$ cat src/rtl/fetch_unit_if.sv
// ---------------------------------------------------------------------------
// fetch_unit_if
//   Bundles the fetch front end's external traffic: redirect from the back
//   end, the synchronous-read instruction memory port, the issue-side
//   valid/ready handshake and the queue occupancy.
//
//   master : the fetch unit (drives imem_req/imem_addr, out_*, fq_count)
//   slave  : the environment (back end, instruction memory, issue stage)
// ---------------------------------------------------------------------------
interface fetch_unit_if #(
    parameter int XLEN  = 32,
    parameter int DEPTH = 4
);
    localparam int CW = $clog2(DEPTH) + 1;

    logic            redirect_valid;
    logic [XLEN-1:0] redirect_pc;

    logic            imem_req;
    logic [XLEN-1:0] imem_addr;
    logic [XLEN-1:0] imem_rdata;

    logic            out_valid;
    logic            out_ready;
    logic [XLEN-1:0] out_instr;
    logic [XLEN-1:0] out_pc;

    logic [CW-1:0]   fq_count;

    modport master (
        input  redirect_valid, redirect_pc, imem_rdata, out_ready,
        output imem_req, imem_addr, out_valid, out_instr, out_pc, fq_count
    );

    modport slave (
        output redirect_valid, redirect_pc, imem_rdata, out_ready,
        input  imem_req, imem_addr, out_valid, out_instr, out_pc, fq_count
    );
endinterface

$ cat src/rtl/fetch_unit.sv
// ---------------------------------------------------------------------------
// fetch_unit
//   Instruction-fetch front end. Owns the PC, issues sequential reads to a
//   synchronous-read instruction memory, buffers returned instructions with
//   their PCs in a DEPTH-entry circular queue and drains that queue to issue
//   through a valid/ready handshake. A redirect flushes the queue and cancels
//   the in-flight fetch.
//
//   Ports:
//     clk    : clock
//     reset  : synchronous, active-high; wins over redirect
//     bus    : fetch_unit_if.master
//              redirect_valid/redirect_pc  back-end PC change + flush
//              imem_req/imem_addr          read request, address = pc
//              imem_rdata                  read data, one cycle after request
//              out_valid/out_ready         issue handshake for the queue head
//              out_instr/out_pc            head entry (0 when empty)
//              fq_count                    queue occupancy
// ---------------------------------------------------------------------------
module fetch_unit #(
    parameter int          XLEN        = 32,
    parameter int          DEPTH       = 4,
    parameter logic [XLEN-1:0] RESET_PC = '0,
    parameter int          INSTR_BYTES = 4
) (
    input  logic         clk,
    input  logic         reset,
    fetch_unit_if.master bus
);
    localparam int PW = $clog2(DEPTH);
    localparam int CW = PW + 1;

    logic [XLEN-1:0] pc;
    logic            inflight;
    logic [XLEN-1:0] inflight_pc;

    logic [XLEN-1:0] q_instr [DEPTH];
    logic [XLEN-1:0] q_pc    [DEPTH];
    logic [PW-1:0]   head;
    logic [PW-1:0]   tail;
    logic [CW-1:0]   count;

    logic [CW:0]     credits_used;
    logic            flush;
    logic            req;
    logic            enq;
    logic            deq;

    // -----------------------------------------------------------------------
    // Request stage: credit check against registered state only, so a
    // dequeue in this same cycle never frees a slot for this request.
    // -----------------------------------------------------------------------
    always_comb begin
        flush        = reset || bus.redirect_valid;
        credits_used = {1'b0, count} + {{CW{1'b0}}, inflight};
        req          = !flush && (credits_used < (CW+1)'(DEPTH));
        enq          = inflight && !flush;
        deq          = bus.out_valid && bus.out_ready;
    end

    assign bus.imem_req  = req;
    assign bus.imem_addr = pc;
    assign bus.fq_count  = count;
    assign bus.out_valid = (count != '0) && !bus.redirect_valid;
    assign bus.out_instr = (count != '0) ? q_instr[head] : '0;
    assign bus.out_pc    = (count != '0) ? q_pc[head]    : '0;

    // -----------------------------------------------------------------------
    // Control state: PC, in-flight flag, queue pointers and occupancy.
    // Reset beats redirect; both squash the response arriving next cycle by
    // clearing inflight.
    // -----------------------------------------------------------------------
    always_ff @(posedge clk) begin
        if (reset) begin
            pc       <= RESET_PC;
            inflight <= 1'b0;
            head     <= '0;
            tail     <= '0;
            count    <= '0;
        end else if (bus.redirect_valid) begin
            pc       <= bus.redirect_pc;
            inflight <= 1'b0;
            head     <= '0;
            tail     <= '0;
            count    <= '0;
        end else begin
            if (req) begin
                pc <= pc + XLEN'(INSTR_BYTES);
            end
            inflight <= req;
            if (enq) begin
                tail <= tail + 1'b1;
            end
            if (deq) begin
                head <= head + 1'b1;
            end
            case ({enq, deq})
                2'b10:   count <= count + 1'b1;
                2'b01:   count <= count - 1'b1;
                default: count <= count;
            endcase
        end
    end

    // -----------------------------------------------------------------------
    // Response stage: data path is not reset; the pointers and inflight flag
    // decide what is live.
    // -----------------------------------------------------------------------
    always_ff @(posedge clk) begin
        if (req) begin
            inflight_pc <= pc;
        end
        if (enq) begin
            q_instr[tail] <= bus.imem_rdata;
            q_pc[tail]    <= inflight_pc;
        end
    end

endmodule

$ cat src/flat_wrapper.sv
// flat-port wrapper written by rule: the top's interface ports become plain ports
module fetch_unit_flat 
#(
    parameter int          XLEN        = 32,
    parameter int          DEPTH       = 4,
    parameter logic [XLEN-1:0] RESET_PC = '0,
    parameter int          INSTR_BYTES = 4
)
  (clk, reset, bus_redirect_valid, bus_redirect_pc, bus_imem_rdata, bus_out_ready, bus_imem_req, bus_imem_addr, bus_out_valid, bus_out_instr, bus_out_pc, bus_fq_count);
  fetch_unit_if #(.XLEN(XLEN), .DEPTH(DEPTH)) bus_i ();
  input  logic clk;
  input  logic reset;
  input wire logic [$bits(bus_i.redirect_valid)-1:0] bus_redirect_valid;
  input wire logic [$bits(bus_i.redirect_pc)-1:0] bus_redirect_pc;
  input wire logic [$bits(bus_i.imem_rdata)-1:0] bus_imem_rdata;
  input wire logic [$bits(bus_i.out_ready)-1:0] bus_out_ready;
  output wire logic [$bits(bus_i.imem_req)-1:0] bus_imem_req;
  output wire logic [$bits(bus_i.imem_addr)-1:0] bus_imem_addr;
  output wire logic [$bits(bus_i.out_valid)-1:0] bus_out_valid;
  output wire logic [$bits(bus_i.out_instr)-1:0] bus_out_instr;
  output wire logic [$bits(bus_i.out_pc)-1:0] bus_out_pc;
  output wire logic [$bits(bus_i.fq_count)-1:0] bus_fq_count;
  assign bus_i.redirect_valid = bus_redirect_valid;
  assign bus_i.redirect_pc = bus_redirect_pc;
  assign bus_i.imem_rdata = bus_imem_rdata;
  assign bus_i.out_ready = bus_out_ready;
  assign bus_imem_req = bus_i.imem_req;
  assign bus_imem_addr = bus_i.imem_addr;
  assign bus_out_valid = bus_i.out_valid;
  assign bus_out_instr = bus_i.out_instr;
  assign bus_out_pc = bus_i.out_pc;
  assign bus_fq_count = bus_i.fq_count;
  fetch_unit #(.XLEN(XLEN), .DEPTH(DEPTH), .RESET_PC(RESET_PC), .INSTR_BYTES(INSTR_BYTES)) u_core (.clk(clk), .reset(reset), .bus(bus_i));
endmodule
$ cat config.mk
export PLATFORM = sky130hd
export DESIGN_NAME = fetch_unit_flat
export DESIGN_NICKNAME = d
export VERILOG_FILES = /design/src/rtl/fetch_unit_if.sv /design/src/rtl/fetch_unit.sv /design/src/flat_wrapper.sv
export SDC_FILE = /design/constraint.sdc
export NUM_CORES = 1
export LEC_CHECK = 0
export ABC_AREA = 1
export CORE_UTILIZATION = 40
export CTS_CLUSTER_SIZE = 16
export DETAILED_ROUTE_END_ITERATION = 10
export PLACE_DENSITY_LB_ADDON = 0.12
export SETUP_SLACK_MARGIN = 0.15
export SLEW_MARGIN = 20
export SYNTH_ARGS = -nofsm -noshare
export SYNTH_HDL_FRONTEND = slang
export SYNTH_SLANG_ARGS = --single-unit
$ cat constraint.sdc
create_clock -name clk -period 4.6 [get_ports clk]
set_input_delay 0.46 -clock clk [delete_from_list [all_inputs] [get_ports clk]]
set_output_delay 0.46 -clock clk [all_outputs]
set_load 0.01 [all_outputs]
Word-level counts from Yosys, hierarchy flattened
Memory sizes are Yosys's and may differ from the RTL's. A register that Yosys moved wholly into a read port is not among the register bits.
Cells that the tools add are included.
{"block": "word_totals", "memories": 2, "ramBits": 256, "output_inout_bits": 101, "elab_cells": 39, "register_bits": 72, "inputBits": 68}
{"block": "op_classes", "reduce_logical": 11, "add_sub_neg": 6, "muxes": 11, "magnitude_cmp": 1, "eq_ne": 2}
{"memory": "u_core.q_instr", "words": 4, "word_bits": 32, "read_ports": 1, "rd_ports_with_merged_regs": 1, "wr": 1, "line": "fetch_unit.sv:37", "text": "logic [XLEN-1:0] q_instr [DEPTH];"}
{"memory": "u_core.q_pc", "words": 4, "word_bits": 32, "read_ports": 1, "rd_ports_with_merged_regs": 1, "wr": 1, "line": "fetch_unit.sv:38", "text": "logic [XLEN-1:0] q_pc [DEPTH];"}
{"op": "$mux W32", "count": 4}
{"op": "$add A32 B3 Y32 const B", "count": 1}
{"op": "$mux W2", "count": 4}
{"op": "$pmux W3 S2", "count": 1}
{"op": "$add A2 B1 Y2 const B", "count": 2}
{"op": "$add A3 B1 Y4", "count": 1}
{"op": "$logic_and A1 B1 Y1", "count": 4}
{"op": "$lt A4 B3 Y1 const B", "count": 1}
{"op": "$reduce_bool A2 Y1", "count": 2}
{"op": "$add A3 B1 Y3 const B", "count": 1}
{"op": "$reduce_bool A3 Y1", "count": 1}
{"op": "$sub A3 B1 Y3 const B", "count": 1}
{"op": "$eq A2 B1 Y1 const B", "count": 1}
{"op": "$eq A2 B2 Y1 const B", "count": 1}
{"op": "$logic_not A1 Y1", "count": 2}
{"op": "$mux W1", "count": 2}
{"op": "$reduce_or A2 Y1", "count": 1}
{"op": "$logic_or A1 B1 Y1", "count": 1}

Logic depth before layout (Yosys ltp)
{"block": "logic_depth", "depth_word": 5, "mapped_depth": 10, "depth_no_buf": 9}

Worst setup path after synthesis
OpenSTA, ideal clock, no wires.
{"block": "synth_timing", "kind": "input-to-reg", "start": "input bus_redirect_valid", "end": "memory u_core.q_instr[0][0] (enable)", "path_slack_ps": 551, "cell_stages": 4, "path_buffers": 1, "arrival_time_ps": 3563, "setup_ps": 486, "path_cell_list": "buf_6 -> nor2_8 -> nand2_1 -> nor2_1"}
{"block": "synth_between", "elab_chain_cells": 5}
{"element": "start: declaration", "line": "flat_wrapper.sv:13", "text": "input wire logic [$bits(bus_i.redirect_valid)-1:0] bus_redirect_valid;"}
{"element": "$logic_or A1 B1 Y1", "line": "fetch_unit.sv:54", "text": "flush = reset || bus.redirect_valid;"}
{"element": "$logic_not A1 Y1", "line": "fetch_unit.sv:57", "text": "enq = inflight && !flush;"}
{"element": "$logic_and A1 B1 Y1", "line": "fetch_unit.sv:57"}
{"element": "$mux W1", "line": "fetch_unit.sv:113", "text": "if (enq) begin"}
{"element": "$mux W1 (implied by the code)", "line": "fetch_unit.sv:114", "text": "q_instr[tail] <= bus.imem_rdata;"}
{"element": "end: declaration", "line": "fetch_unit.sv:37"}
Every way passes these cells.

==> key figures <==
Drt
  – Number of vias per cell: 4.90
  – Number of detailed-routing iterations run before antenna repair: 5
  – Routed via count: 9147
  – Final routed DRC violation total: 0
  – Routed wire length: 31300 um
  – Antenna-violating nets left: 0
  – Number of DRC markers after the initial detailed-route iteration: 598
  – Routed length per instance: 16.8 um

Setup path
  – Slack of the worst reg-to-reg path: 2.49 ns
  – Crit-path max cell delay: 0.64 ns
  – Worst Setup Path Type: flop to output port
  – Nature of the critical path startpoint: flop
  – Maximum fanout along the worst path: 98
  – Critical path cell sequence: clkinv_2, buf_12, o21ai_0, a21oi_1, clkdlybuf4s50_1
  – Master of the slowest instance on the critical path: sky130_fd_sc_hd__dfxtp_4
  – Worst endpoint required time: 4.14 ns
  – Endpoint arrival time on the critical path: 2.97 ns
  – Critical Path End Type: output port

Final layout
  – Diode insertion count for antenna repair: 0
  – Final-layout fill cell count: 3059
  – Area taken by flip-flops and latches: 9500 um2
  – Share of layout cells above drive strength 1: 8.54%
  – Syn-to-layout area delta: 24.0%
  – Nets: 1466
  – Final design instance area without fill: 16900 um2
  – Multi-input gate area: 3570 um2

Synth
  – Average size of a mapped cell: 11.1 um2
  – Number of instances in the synthesized netlist: 1229
  – Cell Area, Synth: 13600 um2
  – Synth cell types: 35
  – Cell types with the highest counts after synthesis: sky130_fd_sc_hd__nor2_1 (294), sky130_fd_sc_hd__edfxtp_1 (288), sky130_fd_sc_hd__o21ai_0 (148)
  – Main synth FF type: sky130_fd_sc_hd__edfxtp_1
  – Number of enable flip-flop cells after synthesis: 288
  – Portion of synthesized cell area occupied by the leading cell type: 63.6%
  – Leading area contributor after synthesis: sky130_fd_sc_hd__edfxtp_1
  – Most used standard cell by instance count after synthesis: sky130_fd_sc_hd__nor2_1
  – Syn. warnings: 0
  – Syn_nets: 1304
  – Dominant cells by area after synthesis: sky130_fd_sc_hd__edfxtp_1 (64%), sky130_fd_sc_hd__nor2_1 (8.1%), sky130_fd_sc_hd__dfxtp_1 (6.2%)
  – Total of flip-flops plus latches after synthesis: 330
  – Share of synthesized registers carrying an async set or reset: 0%
  – Sequential cell area fraction in the yosys report: 69.8%

Clock tree
  – Number of buffers inserted by hold repair at cts: 0
  – Count of clock tree sinks: 330
  – Clock root buffer master: sky130_fd_sc_hd__clkbuf_16
  – Post-CTS repair timing setup buffer count: 0
  – CTS Buffer Depth: 3
  – Clock insertion delay at the later pin of the skew report: 0.50 ns
  – Clock transition at the registers of the reported paths: 0.06 ns
  – Clock tree from TritonCTS: built
  – Cells resized by post-CTS repair: 0
  – CTS H-tree lvls: 2
  – Inserted Clock Buffers: 36

STA
  – RSZ-0062 raised after global routing: false
  – Rel. slew slack: 34.1%
  – Sum of negative setup slack: 0 ns
  – Final-report max-slew violation count: 0
  – Upper clock frequency limit: 291 MHz
  – Min Clock Period, post-route: 3.43 ns
  – Final hold viol count: 0
  – Number of endpoints failing setup at the final stage: 0
  – Transition at the pin with the smallest max-transition slack: 0.989 ns
  – Final worst slack: 1.17 ns
  – Final period util: 74.6%
  – Clock tree skew after final layout: 0.00756 ns

Pwr
  – Switching part of the total: 20.5%
  – Proportion of power drawn by the clock network: 42.7%
  – Static Leakage: 5.72 nW
  – PD cells: 377 nW/um2
  – P_sw: 1.31 mW
  – Sequential Power Share: 52.8%
  – Logic gate share of total power: 4.5%
  – Cell internal pwr: 5.06 mW
  – Total Power: 6.36 mW
  – Worst voltage drop across the vdd grid: 0.214 mV

Floorplanning
  – Number of rows in the core area: 67
  – Die height: 186 um
  – Effective utilization at floorplan: 40.6%
  – Die area: 34700 um2
  – Area of the core region: 33500 um2
  – Die width: 186 um
  – Ports: 169

Placed design
  – Final weighted congestion of routability-driven global placement: 0.838
  – Placed Instance Area: 15700 um2
  – Dpl ws: 1.49 ns
  – HPWL Detailed: 18200 um
  – Total of buffers placed on input and output ports: 168

GRT
  – Vias in the first global route: 8890
  – Gr usage total: 18.0%
  – Wire length of the first global-routing pass: 49100 um
  – Overflow left after global routing: 0
  – Maximum number of pins on one net before global-route repair: 99
  – Antenna violations before repair: 0

Job
  – Max-Cap Viols: 0

Hold path
  – Worst min-delay path category: flop to flop

Run status
  – Result of the run: finished clean
==> area by class of cell <==
class	instances	share of cell area, %
clock buffers	46	5.81
repair buffers	183	10.8
multi-input cells	761	21.2
well taps	448	3.32
clock inverters	18	0.816
flip-flops and latches	330	56.3
inverters	79	1.77
==> worst max-delay path: cells and delay by family, from the launching register on <==
kind / cells / cell delay (ns)
buffers and inverters: 3 / 1.37
DFF: 1 / 0.64
AOI/OAI and AO/OA: 2 / 0.37
==> through the flow <==
step / util, % / hold slack (ns) / std cells
detailed placement: 47.0 / 0.455 / 1801
global route: 50.3 / 0.509 / 1865
CTS: 50.3 / 0.465 / 1865
finish: 50.3 / 0.466 / 1865
global placement: 47.0 / 0.464 / 1801
floorplan: - / 0.436 / 1229
==> cells in the final DEF (no fill, tap or decap), types with 3 or more instances in the layout <==
cell and instances:
sky130_fd_sc_hd__inv_2 12, sky130_fd_sc_hd__a21oi_1 92, sky130_fd_sc_hd__edfxtp_1 288, sky130_fd_sc_hd__inv_1 65, sky130_fd_sc_hd__clkbuf_1 7, sky130_fd_sc_hd__nand2_2 6
sky130_fd_sc_hd__o21ai_1 20, sky130_fd_sc_hd__buf_4 13, sky130_fd_sc_hd__nor2_4 12, sky130_fd_sc_hd__clkbuf_16 37, sky130_fd_sc_hd__a31oi_1 4, sky130_fd_sc_hd__nor2_2 7
sky130_fd_sc_hd__clkinv_2 10, sky130_fd_sc_hd__clkinv_1 6, sky130_fd_sc_hd__ha_1 6, sky130_fd_sc_hd__nand2_4 4, sky130_fd_sc_hd__nand2_1 112, sky130_fd_sc_hd__a21oi_2 3
sky130_fd_sc_hd__nor2_1 290, sky130_fd_sc_hd__o211ai_1 3, sky130_fd_sc_hd__o21ai_0 148, sky130_fd_sc_hd__dfxtp_1 40, sky130_fd_sc_hd__nand3_1 39, sky130_fd_sc_hd__clkdlybuf4s50_1 168
==> kinds of logic after synthesis <==
family / count (synthesis) / synth area share, %
adders and majority gates: 7 / 0.699
and+or+nand+nor: 478 / 14.8
AOI/OAI and AO/OA: 273 / 10.3
DFF: 330 / 69.8
xor gates and xnor gates: 3 / 0.193
buffers and inverters: 138 / 4.24
==> flip-flops by register name, summed over array words and instances (netlist names), named ones only <==
signal	flops
u_core.head	2
u_core.bus.imem_addr	32
u_core.inflight	1
u_core.inflight_pc	32
u_core.q_pc	128
u_core.tail	2
u_core.q_instr	128
u_core.bus.fq_count	3
==> per-layer routing <==
layer | track usage, % | share of wire [%] | up-vias
met3 | 2.86 | 4.3 | 42
met5 | 0 | 0 | -
met1 | 24.3 | 47 | 4332
met2 | 29.8 | 47 | 216
li1 | - | - | 4557
met4 | 5.21 | 1.9 | 0
==> path summary, 6_finish.rpt <==
kind                                        startpoint                endpoint  cells past startpoint
worst max-delay path                              flop       bus_out_instr[10]                      5
worst min register to register          u_core.head[1]                    flop                      2
worst min-delay path                    u_core.head[1]                    flop                      2
worst max register to register  u_core.bus.fq_count[0]  u_core.bus.fq_count[2]                      9
==> power groups by stage <==
stage	clock network, mW	registers, mW	logic, mW
2_1_floorplan	0	3.41	0.121
3_5_place_dp	0	3.42	0.289
5_1_grt	2.90	3.36	0.317
4_1_cts	2.78	3.36	0.292
6_report	2.72	3.36	0.289
3_3_place_gp	0	3.42	0.288
(Power assumes the default switching activity.)
